## config.mk

```make
export PLATFORM = sky130hd
export DESIGN_NAME = chunked_adder_flat
export DESIGN_NICKNAME = d
export VERILOG_FILES = /design/src/rtl/chunked_adder_if.sv /design/src/rtl/chunked_adder.sv /design/src/flat_wrapper.sv
export SDC_FILE = /design/constraint.sdc
export NUM_CORES = 1
export LEC_CHECK = 0
export BUFFER_PORTS_ARGS = -buffer_cell sky130_fd_sc_hd__buf_2
export CAP_MARGIN = 10
export CORE_AREA = 2 2 118 97
export CTS_BUF_LIST = sky130_fd_sc_hd__clkbuf_8
export DETAILED_ROUTE_END_ITERATION = 10
export DIE_AREA = 0 0 120 99
export PLACE_DENSITY = 0.76
export SYNTH_ARGS = -nofsm -noshare
export SYNTH_HDL_FRONTEND = slang
export SYNTH_SLANG_ARGS = --single-unit
```

## constraint.sdc

```tcl
create_clock -name clk -period 3.02 [get_ports clk]
set_input_delay 0.151 -clock clk [delete_from_list [all_inputs] [get_ports clk]]
set_output_delay 0.151 -clock clk [all_outputs]
set_load 0.02 [all_outputs]
```

## src/rtl/chunked_adder_if.sv

```systemverilog
// Start/busy/done handshake bundle for the chunked add/subtract unit.
// The master drives operands and start; the slave returns status and results.
interface chunked_adder_if #(
  parameter int WIDTH = 32
);
  logic             start;
  logic [WIDTH-1:0] a;
  logic [WIDTH-1:0] b;
  logic             cin;
  logic             sub;
  logic             busy;
  logic             done;
  logic [WIDTH-1:0] sum;
  logic             cout;
  logic             ovf;
  logic             zero;

  modport master (
    output start, a, b, cin, sub,
    input  busy, done, sum, cout, ovf, zero
  );

  modport slave (
    input  start, a, b, cin, sub,
    output busy, done, sum, cout, ovf, zero
  );
endinterface

```

## src/rtl/chunked_adder.sv

```systemverilog
// Multi-cycle add/subtract: one CHUNK-bit ripple slice per clock, LSB first,
// with the inter-slice carry held in a register. Results publish on entry to DONE.
module chunked_adder #(
  parameter int WIDTH = 32,
  parameter int CHUNK = 8
) (
  input  logic            clk,
  input  logic            rst,
  chunked_adder_if.slave  bus
);
  localparam int NCHUNK = WIDTH / CHUNK;
  localparam int IDXW   = (NCHUNK > 1) ? $clog2(NCHUNK) : 1;
  localparam logic [IDXW-1:0] LAST_IDX = IDXW'(NCHUNK - 1);

  localparam logic [1:0] ST_IDLE = 2'd0;
  localparam logic [1:0] ST_RUN  = 2'd1;
  localparam logic [1:0] ST_DONE = 2'd2;

  logic [1:0]       state_q, state_d;
  logic [WIDTH-1:0] a_q, a_d;
  logic [WIDTH-1:0] b_q, b_d;
  logic [WIDTH-1:0] acc_q, acc_d;
  logic [IDXW-1:0]  k_q, k_d;
  logic             carry_q, carry_d;
  logic             busy_q, busy_d;
  logic             done_q, done_d;
  logic [WIDTH-1:0] sum_q, sum_d;
  logic             cout_q, cout_d;
  logic             ovf_q, ovf_d;
  logic             zero_q, zero_d;

  logic             accept;
  logic [CHUNK-1:0] slice_sum;
  logic             slice_cout;
  logic             msb_cin;
  logic [WIDTH-1:0] acc_next;

  // Operands shift right each RUN cycle, so the active slice is always bits [CHUNK-1:0];
  // the finished slice enters the accumulator from the top and ends up in place.
  always_comb begin
    {slice_cout, slice_sum} = {1'b0, a_q[CHUNK-1:0]} + {1'b0, b_q[CHUNK-1:0]}
                              + {{CHUNK{1'b0}}, carry_q};
    msb_cin  = slice_sum[CHUNK-1] ^ a_q[CHUNK-1] ^ b_q[CHUNK-1];
    acc_next = (acc_q >> CHUNK) | (WIDTH'(slice_sum) << (WIDTH - CHUNK));
  end

  // Next-state and datapath update.
  always_comb begin
    state_d = state_q;
    a_d     = a_q;
    b_d     = b_q;
    acc_d   = acc_q;
    k_d     = k_q;
    carry_d = carry_q;
    sum_d   = sum_q;
    cout_d  = cout_q;
    ovf_d   = ovf_q;
    zero_d  = zero_q;
    accept  = 1'b0;

    case (state_q)
      ST_IDLE, ST_DONE: begin
        accept  = bus.start;
        state_d = bus.start ? ST_RUN : ST_IDLE;
      end
      ST_RUN: begin
        state_d = (k_q == LAST_IDX) ? ST_DONE : ST_RUN;
      end
      default: begin
        state_d = ST_IDLE;
      end
    endcase

    if (accept) begin
      a_d     = bus.a;
      b_d     = bus.sub ? ~bus.b : bus.b;
      carry_d = bus.sub ? 1'b1 : bus.cin;
      acc_d   = {WIDTH{1'b0}};
      k_d     = {IDXW{1'b0}};
    end else if (state_q == ST_RUN) begin
      a_d     = a_q >> CHUNK;
      b_d     = b_q >> CHUNK;
      carry_d = slice_cout;
      acc_d   = acc_next;
      k_d     = k_q + IDXW'(1);
      if (k_q == LAST_IDX) begin
        sum_d  = acc_next;
        cout_d = slice_cout;
        ovf_d  = msb_cin ^ slice_cout;
        zero_d = (acc_next == {WIDTH{1'b0}});
      end else begin
        sum_d  = sum_q;
      end
    end else begin
      a_d     = a_q;
    end

    busy_d = (state_d == ST_RUN);
    done_d = (state_d == ST_DONE);
  end

  // State registers with synchronous reset.
  always_ff @(posedge clk) begin
    if (rst) begin
      state_q <= ST_IDLE;
      a_q     <= {WIDTH{1'b0}};
      b_q     <= {WIDTH{1'b0}};
      acc_q   <= {WIDTH{1'b0}};
      k_q     <= {IDXW{1'b0}};
      carry_q <= 1'b0;
      busy_q  <= 1'b0;
      done_q  <= 1'b0;
      sum_q   <= {WIDTH{1'b0}};
      cout_q  <= 1'b0;
      ovf_q   <= 1'b0;
      zero_q  <= 1'b0;
    end else begin
      state_q <= state_d;
      a_q     <= a_d;
      b_q     <= b_d;
      acc_q   <= acc_d;
      k_q     <= k_d;
      carry_q <= carry_d;
      busy_q  <= busy_d;
      done_q  <= done_d;
      sum_q   <= sum_d;
      cout_q  <= cout_d;
      ovf_q   <= ovf_d;
      zero_q  <= zero_d;
    end
  end

  assign bus.busy = busy_q;
  assign bus.done = done_q;
  assign bus.sum  = sum_q;
  assign bus.cout = cout_q;
  assign bus.ovf  = ovf_q;
  assign bus.zero = zero_q;
endmodule

```

## src/flat_wrapper.sv

```systemverilog
// flat-port wrapper written by rule: the top's interface ports become plain ports
module chunked_adder_flat 
#(
  parameter int WIDTH = 32,
  parameter int CHUNK = 8
)
  (clk, rst, bus_start, bus_a, bus_b, bus_cin, bus_sub, bus_busy, bus_done, bus_sum, bus_cout, bus_ovf, bus_zero);
  chunked_adder_if #(.WIDTH(WIDTH)) bus_i ();
  input  logic clk;
  input  logic rst;
  input wire logic [$bits(bus_i.start)-1:0] bus_start;
  input wire logic [$bits(bus_i.a)-1:0] bus_a;
  input wire logic [$bits(bus_i.b)-1:0] bus_b;
  input wire logic [$bits(bus_i.cin)-1:0] bus_cin;
  input wire logic [$bits(bus_i.sub)-1:0] bus_sub;
  output wire logic [$bits(bus_i.busy)-1:0] bus_busy;
  output wire logic [$bits(bus_i.done)-1:0] bus_done;
  output wire logic [$bits(bus_i.sum)-1:0] bus_sum;
  output wire logic [$bits(bus_i.cout)-1:0] bus_cout;
  output wire logic [$bits(bus_i.ovf)-1:0] bus_ovf;
  output wire logic [$bits(bus_i.zero)-1:0] bus_zero;
  assign bus_i.start = bus_start;
  assign bus_i.a = bus_a;
  assign bus_i.b = bus_b;
  assign bus_i.cin = bus_cin;
  assign bus_i.sub = bus_sub;
  assign bus_busy = bus_i.busy;
  assign bus_done = bus_i.done;
  assign bus_sum = bus_i.sum;
  assign bus_cout = bus_i.cout;
  assign bus_ovf = bus_i.ovf;
  assign bus_zero = bus_i.zero;
  chunked_adder #(.WIDTH(WIDTH), .CHUNK(CHUNK)) u_core (.clk(clk), .rst(rst), .bus(bus_i));
endmodule
```

* Word-level counts from Yosys, hierarchy flattened *
Index checks and enable logic that the tools add are counted.

word-level totals
  flip-flop bits (word level) = 138
  bits of input ports = 69
  output and inout bits = 37
  logic and storage cells = 44

operators by class
  add/subtract/negate cells = 3
  equality and inequality tests = 5
  muxes and demuxes = 12
  bitwise operators = 6
  reductions and logical operators = 6

operator list
  operator                                              number
  2-to-1 mux 32 bit                                     5
  zero test 32 bit                                      1
  inverter 32 bit                                       1
  bitwise OR 24 x 32 -> 32 bit                          1
  adder 8 x 8 -> 9 bit                                  1
  adder 9 x 1 -> 9 bit                                  1
  equality test 2 bit (second input constant)           3
  2-to-1 mux 1 bit                                      5
  equality test 2 x 1 -> 1 bit (second input constant)  2
  one-hot mux 2 bit (2 select lines)                    1
  OR reduction 2 bit                                    2
  AND reduction 3 bit                                   1
  XOR 1 bit                                             3
  adder 2 x 1 -> 2 bit (second input constant)          1
  zero test 2 bit                                       1
  2-to-1 mux 2 bit                                      1
  nonzero test 2 bit                                    1
  inverter 1 bit                                        1

* Logic depth before layout (Yosys ltp) *
Gate-level depths: netlist of the first run.

  depth after elaboration = 5
  depth in mapped cells = 8
  depth with buffers taken out = 8

* Worst setup path before layout of the first run *
No wires, ideal clock.

  path type = flip-flop to flip-flop
  start point = register u_core.carry_q
  end point = register u_core.zero_q, in the netlist u_core.bus.zero
  library setup time = 70 ps
  data arrival time = 2770 ps
  data required time = 2950 ps
  setup slack = 180 ps
  cell stages (with the launch flop) = 9
  buffers on the path = 0
  period minus slack after synthesis = 2840 ps
  path through = dfxtp_1 fa_1 fa_1 nor4_1 and4_1 nand4_1 or4_1 or4_1 a21oi_1

on the way
  longest elaborated chain between the ends = 3

ends and longest elaborated chain
  item                           RTL line              source
  start: declaration             chunked_adder.sv:24   logic carry_q, carry_d;
  start signal: assignment       chunked_adder.sv:123  carry_q <= carry_d;
  adder 9 x 1 -> 9 bit           chunked_adder.sv:42   + {{CHUNK{1'b0}}, carry_q};
  bitwise OR 24 x 32 -> 32 bit   chunked_adder.sv:44   acc_next = (acc_q >> CHUNK) | (WIDTH'(slice_sum) << (WIDTH - CHUNK));
  named net u_core.acc_next[25]  chunked_adder.sv:36   logic [WIDTH-1:0] acc_next;
  zero test 32 bit               chunked_adder.sv:90   zero_d = (acc_next == {WIDTH{1'b0}});
  end signal: assignment         chunked_adder.sv:129  zero_q <= zero_d;
  end: declaration               chunked_adder.sv:30   logic zero_q, zero_d;

The timed path passes the listed nets, and every way through them passes these cells.
A chain may end at the register's enable or synchronous reset.

* Final worst setup path of the first run *
Same ends and word-level chain as after synthesis.

==> flow_summary.json, run 1 <==
{
  "syn_nets": 715,
  "track_usage_pct": 23.1,
  "grt_antenna_before_repair": 0,
  "routabilityCongestion": 0.858,
  "skew_ns": 0.0129,
  "dp_hpwl_um": 8830,
  "slew-limit-headroom_pct": 28.1,
  "die_y_um": 99,
  "grt_overflow": 0,
  "postCtsSetupRepairBufs": 0,
  "p_comb_share_pct": 11.9,
  "drive_gt1_share_pct": 20.0,
  "place.port_buffers": 105,
  "cp_cell_sequence": "fa_2 > fa_1 > nor4_2 > and4_1 > nand4_1 > or4_1 > or4_1 > a21oi_1",
  "synth_top_area_share_pct": 49.0,
  "std_cell_rows": 34,
  "clk_latency_ns": 0.44,
  "synthTopCellsByArea": "dfxtp_1 49%, nand2_1 12%, a21oi_1 10%",
  "nFillCells": 944,
  "switchingPower_mw": 1.01,
  "drv_cap": 0,
  "syn_avg_cell_area_sq_um": 8.35,
  "yosys_warnings": 0,
  "synth_area_leader_cell": "dfxtp_1",
  "diodes": 0,
  "grt_max_degree": 68,
  "finalMaxSlewViolations": 0,
  "p_sw_share_pct": 25.9,
  "cpMaxStageDelayCell": "or4_1",
  "clockPowerShare_pct": 40.9,
  "root_buffer": "clkbuf_8",
  "wl_per_cell_um": 14.9,
  "irDropWorstVdd_mv": 0.336,
  "fin_crit_sh_pct": 95.1,
  "fp.dieW_um": 120,
  "cts_buffer_depth": 2,
  "num_vias": 4836,
  "drtIter0Drc": 393,
  "path_clk_slew_ns": 0.08,
  "whs_ns": 0.0296,
  "hold_viol": 0,
  "vias_per_cell": 5.42,
  "core_area_sq_um": 10700,
  "status": "finished, final reports clean",
  "final_nets": 815,
  "numClockSinks": 130,
  "areaGrowthSynthToFinish_pct": 23.1,
  "yosysSeqAreaShare_pct": 49.0,
  "power_density_nw_per_um2": 593,
  "finalCriticalPeriod_ns": 2.87,
  "cts-htree-levels": 4,
  "drt_pre_antenna_iters": 5,
  "drt_wl_total_um": 13300,
  "tightest_slew_ns": 1.08,
  "internal_power_mw": 2.88,
  "die_area_sq_um": 11900,
  "worst_path_most_repeated_cell": "or4_1",
  "tritoncts": "done",
  "cts_buffers": 17,
  "power.share.sequential_pct": 47.3,
  "synth_cells": 636,
  "start_util_pct": 49.7,
  "max_freq_ghz": 0.348,
  "final_cell_mix": "164 x nand2_1, 130 x dfxtp_1, 106 x a21oi_1, 104 x buf_2, 64 x a22oi_1",
  "leakage_nw": 2.59,
  "ys_ff_latch": 130,
  "critPathKind": "flip-flop to flip-flop",
  "final.setup.tns_ns": 0,
  "worst-path-buf-inv": 0,
  "regArea_sq_um": 2600,
  "final_common_cell": "nand2_1",
  "start_kind": "flip-flop",
  "path_delay_family": "simple AND/OR/NAND/NOR gates",
  "num_io_pins": 106,
  "syn_area_sq_um": 5310,
  "endpoint_kind": "flip-flop",
  "slowest_delay_ns": 0.49,
  "grt_pass1_wl_um": 21800,
  "setup_viol": 0,
  "min_path_type": "primary input to flip-flop",
  "rsz0062_at_grt": "no",
  "drc": 0,
  "route.antenna.remaining_nets": 0,
  "grt_pass1_vias": 4620,
  "yosysUniqueCellTypes": 34,
  "worstPathArrival_ns": 3.24,
  "crit_fanout": 2,
  "required_ns": 3.39,
  "multi_input_area_sq_um": 2520
}
[per-layer routing]
metal	part of all wire, %	up-vias	GRT usage (%)
met5	0	-	0
met4	1.5	0	6.61
met3	7.0	20	6.94
met2	46	152	36.8
met1	45	2287	30.4
li1	-	2377	-
[power groups by stage]
stage	registers, mW	clock network (mW)	logic (mW)
final	1.83	1.59	0.461
after global routing	1.84	1.69	0.510
after CTS	1.83	1.61	0.454
after detailed placement	1.87	0	0.431
after global placement	1.87	0	0.417
after floorplan	1.86	0	0.304
[final cells by class]
cell class	instances	share of cell area, %
tap	144	2.75
clock inverter	15	2.93
timing repair buffer	133	12.2
multi-input combinational	452	38.6
clock buffer	17	3.58
inverter	2	0.115
sequential	130	39.8
[synth_stat cells]
cell	number
clkbuf_1	41
o21bai_1	2
buf_1	9
a21oi_1	106
nand3_1	4
and2_1	1
or2_2	2
nor4_1	6
nor3b_1	1
dfxtp_1	130
xor2_1	33
fa_1	2
nand2_1	164
nor2_1	30
buf_6	1
nand4_1	1
and4_1	1
a22oi_1	64
or2b_1	1
nor2b_1	1
o41ai_1	2
or4_1	2
o21ai_0	1
inv_1	2
nor2b_2	1
xnor2_1	9
buf_4	1
nand2b_1	1
ha_1	8
a211oi_1	3
o31a_1	1
a31oi_1	1
o211ai_1	2
a21o_1	2
[tightest hold or removal path: stages]
cell and delay [ns]:
buf_2 0.09, a22oi_1 0.08, a21oi_1 0.11
[path summary, 6_finish.rpt]
check | start | end | slack (ns) | cells after the start
min | bus_a[6] | u_core.a_q[6] | 0.03 | 3
max | u_core.carry_q | u_core.bus.zero | 0.15 | 8
min reg2reg | u_core.bus.sum[19] | u_core.bus.sum[19] | 0.45 | 2
max reg2reg | u_core.carry_q | u_core.bus.zero | 0.15 | 8
[logic make-up (layout without fill, tap and decap cells)]
kind of cell | after synthesis | in the layout | share of synthesized area, %
AO/OA/AOI/OAI | 184 | 184 | 21.0
AND/OR/NAND/NOR | 216 | 216 | 16.4
flip-flops | 130 | 130 | 49.0
XOR/XNOR | 42 | 42 | 6.93
buffers and inverters | 54 | 167 | 4.03
adder cells (fa/ha/maj) | 10 | 10 | 2.64
[repair_timing]
| action | CTS | global route |
|---|---|---|
| hold endpoints to repair | 20 | 0 |
| gates resized for setup | 0 | 2 |
| hold buffers | 20 | 0 |
| endpoints found under the setup margin | 0 | 2 |
[flip-flops by register name (all words and copies together), names as in the netlist]
register,cells
u_core.bus.busy,1
u_core.a_q,32
u_core.state_q,2
u_core.b_q,32
u_core.acc_q,24
u_core.bus.cout,1
u_core.bus.sum,32
u_core.bus.ovf,1
u_core.k_q,2
u_core.carry_q,1
u_core.bus.zero,1
u_core.bus.done,1
[per-stage QoR]
stage	setup WS [ns]	cells	total power [mW]	util, %	cell area (sq um)
floorplan	0.180	636	2.16	-	5310
global placement	0.0997	841	2.28	55.3	5910
detailed placement	0.0575	841	2.30	55.3	5910
CTS	0.0578	893	3.90	61.2	6530
global route	0.000111	893	4.04	61.2	6540
finish	0.147	893	3.88	61.2	6540
No activity file was read; power rests on OpenSTA's default activity.
==> run 2: changes to the inputs <==
BUFFER_PORTS_ARGS = -buffer_cell sky130_fd_sc_hd__clkbuf_2   (was -buffer_cell sky130_fd_sc_hd__buf_2)
==> flow_summary.json, run 2 (synthesis results as in run 1) <==
{
  "drv_cap": 0,
  "clk_latency_ns": 0.44,
  "skew_ns": 0.0114,
  "drtIter0Drc": 376,
  "fp.dieW_um": 120,
  "cts_buffers": 17,
  "die_y_um": 99,
  "cts_buffer_depth": 2,
  "hold_viol": 0,
  "drive_gt1_share_pct": 20.0,
  "grt_max_degree": 68,
  "start_util_pct": 49.7,
  "drt_wl_total_um": 13400,
  "status": "finished, final reports clean",
  "placed_cells": 841,
  "place.port_buffers": 105,
  "numClockSinks": 130,
  "cp-endpoint": "u_core.bus.zero",
  "crit_fanout": 3,
  "irDropWorstVdd_mv": 0.347,
  "min_path_type": "primary input to flip-flop",
  "finalMaxSlewViolations": 0,
  "start_kind": "flip-flop",
  "tightest_slew_ns": 1.05,
  "reg2reg_depth": 8,
  "dp_hpwl_um": 8850,
  "nFillCells": 928,
  "final_cell_mix": "164 x nand2_1, 130 x dfxtp_1, 106 x a21oi_1, 104 x clkbuf_2, 64 x a22oi_1",
  "drt_pre_antenna_iters": 5,
  "diodes": 0,
  "areaGrowthSynthToFinish_pct": 22.7,
  "worstSetupStartpoint": "u_core.carry_q",
  "grt_antenna_before_repair": 0,
  "slew-limit-headroom_pct": 29.7,
  "grt_pass1_wl_um": 21800,
  "vias_per_cell": 5.36,
  "required_ns": 3.39,
  "num_io_pins": 106,
  "max_freq_ghz": 0.349,
  "num_vias": 4783,
  "wl_per_cell_um": 15.0,
  "r2r_start": "u_core.carry_q",
  "p_total_mw": 3.81,
  "grt_overflow": 0,
  "final_cells": 893,
  "fin_crit_sh_pct": 94.9,
  "critPathKind": "flip-flop to flip-flop",
  "final.setup.tns_ns": 0,
  "final_util_pct": 61.0,
  "track_usage_pct": 23.1,
  "postCtsSetupRepairBufs": 0,
  "tritoncts": "done",
  "r2r_end": "u_core.bus.zero",
  "route.antenna.remaining_nets": 0,
  "routabilityCongestion": 0.858,
  "grt_pass1_vias": 4538,
  "core_area_sq_um": 10700,
  "endpoint_kind": "flip-flop",
  "leakage_nw": 2.56,
  "worstPathArrival_ns": 3.24,
  "rsz0062_at_grt": "no",
  "std_cell_rows": 34,
  "reg2reg_slack_ns": 0.15,
  "drc": 0,
  "path_clk_slew_ns": 0.08,
  "finalCriticalPeriod_ns": 2.87,
  "power_density_nw_per_um2": 585,
  "setup_viol": 0,
  "final_common_cell": "nand2_1",
  "cts-htree-levels": 4,
  "regArea_sq_um": 2600,
  "multi_input_area_sq_um": 2520,
  "final_nets": 816,
  "root_buffer": "clkbuf_8",
  "die_area_sq_um": 11900
}
[run 2: how the worst min path moves through the flow]
stage / from / endpoint / slack, ns / depth (start not counted)
2_1_floorplan: bus_a[24] / u_core.a_q[24] / 0.31 / 2
3_3_place_gp: bus_a[24] / u_core.a_q[24] / 0.40 / 3
3_5_place_dp: bus_a[31] / u_core.a_q[31] / 0.41 / 3
4_1_cts: bus_a[11] / u_core.a_q[11] / 0.003 / 3
5_1_grt: bus_a[4] / u_core.a_q[4] / 0.02 / 3
6_report: bus_a[11] / u_core.a_q[11] / 0.02 / 3
[run 2: layer usage]
layer	up-vias	routed length, um	global-route usage, %
met5	-	0	0
met4	0	166	7.42
met3	18	734	7.35
met2	126	6240	36.2
met1	2266	6220	30.4
li1	2373	-	-
[run 2: timing repair]
item	4_1_cts	5_1_grt
setup endpoints to repair	0	1
endpoints found under the hold margin	20	1
hold buffers	20	1
gates resized for setup	0	1
[run 2: critical path, stage by stage, from the launching register on]
cell and delay [ns]:
dfxtp_1 0.33, fa_2 0.42, fa_1 0.47, a21oi_1 0.23
o21bai_1 0.10, xor2_1 0.18, or4_1 0.53, or4_1 0.41
a21oi_1 0.14
[run 2: area by class of cell]
type,count,area share [%]
Sequential cell,130,39.9
Multi-Input combinational cell,452,38.6
Timing Repair Buffer,134,12.3
Clock buffer,18,3.80
Tap cell,144,2.77
Clock inverter,13,2.48
Inverter,2,0.115
[run 2: stage by stage]
step	area (sq um)	hold slack, ns	setup slack, ns
floorplan	5310	0.312	0.180
global placement	5890	0.403	0.104
detailed placement	5890	0.412	0.0433
CTS	6500	0.00278	0.0370
global route	6520	0.0192	0.0723
finish	6520	0.0163	0.154
[run 2: where the power goes]
group          total (mW)  internal, mW  switching, mW
sequential           1.83          1.79         0.0473
clock                1.52         0.832          0.691
combinational       0.454         0.189          0.265
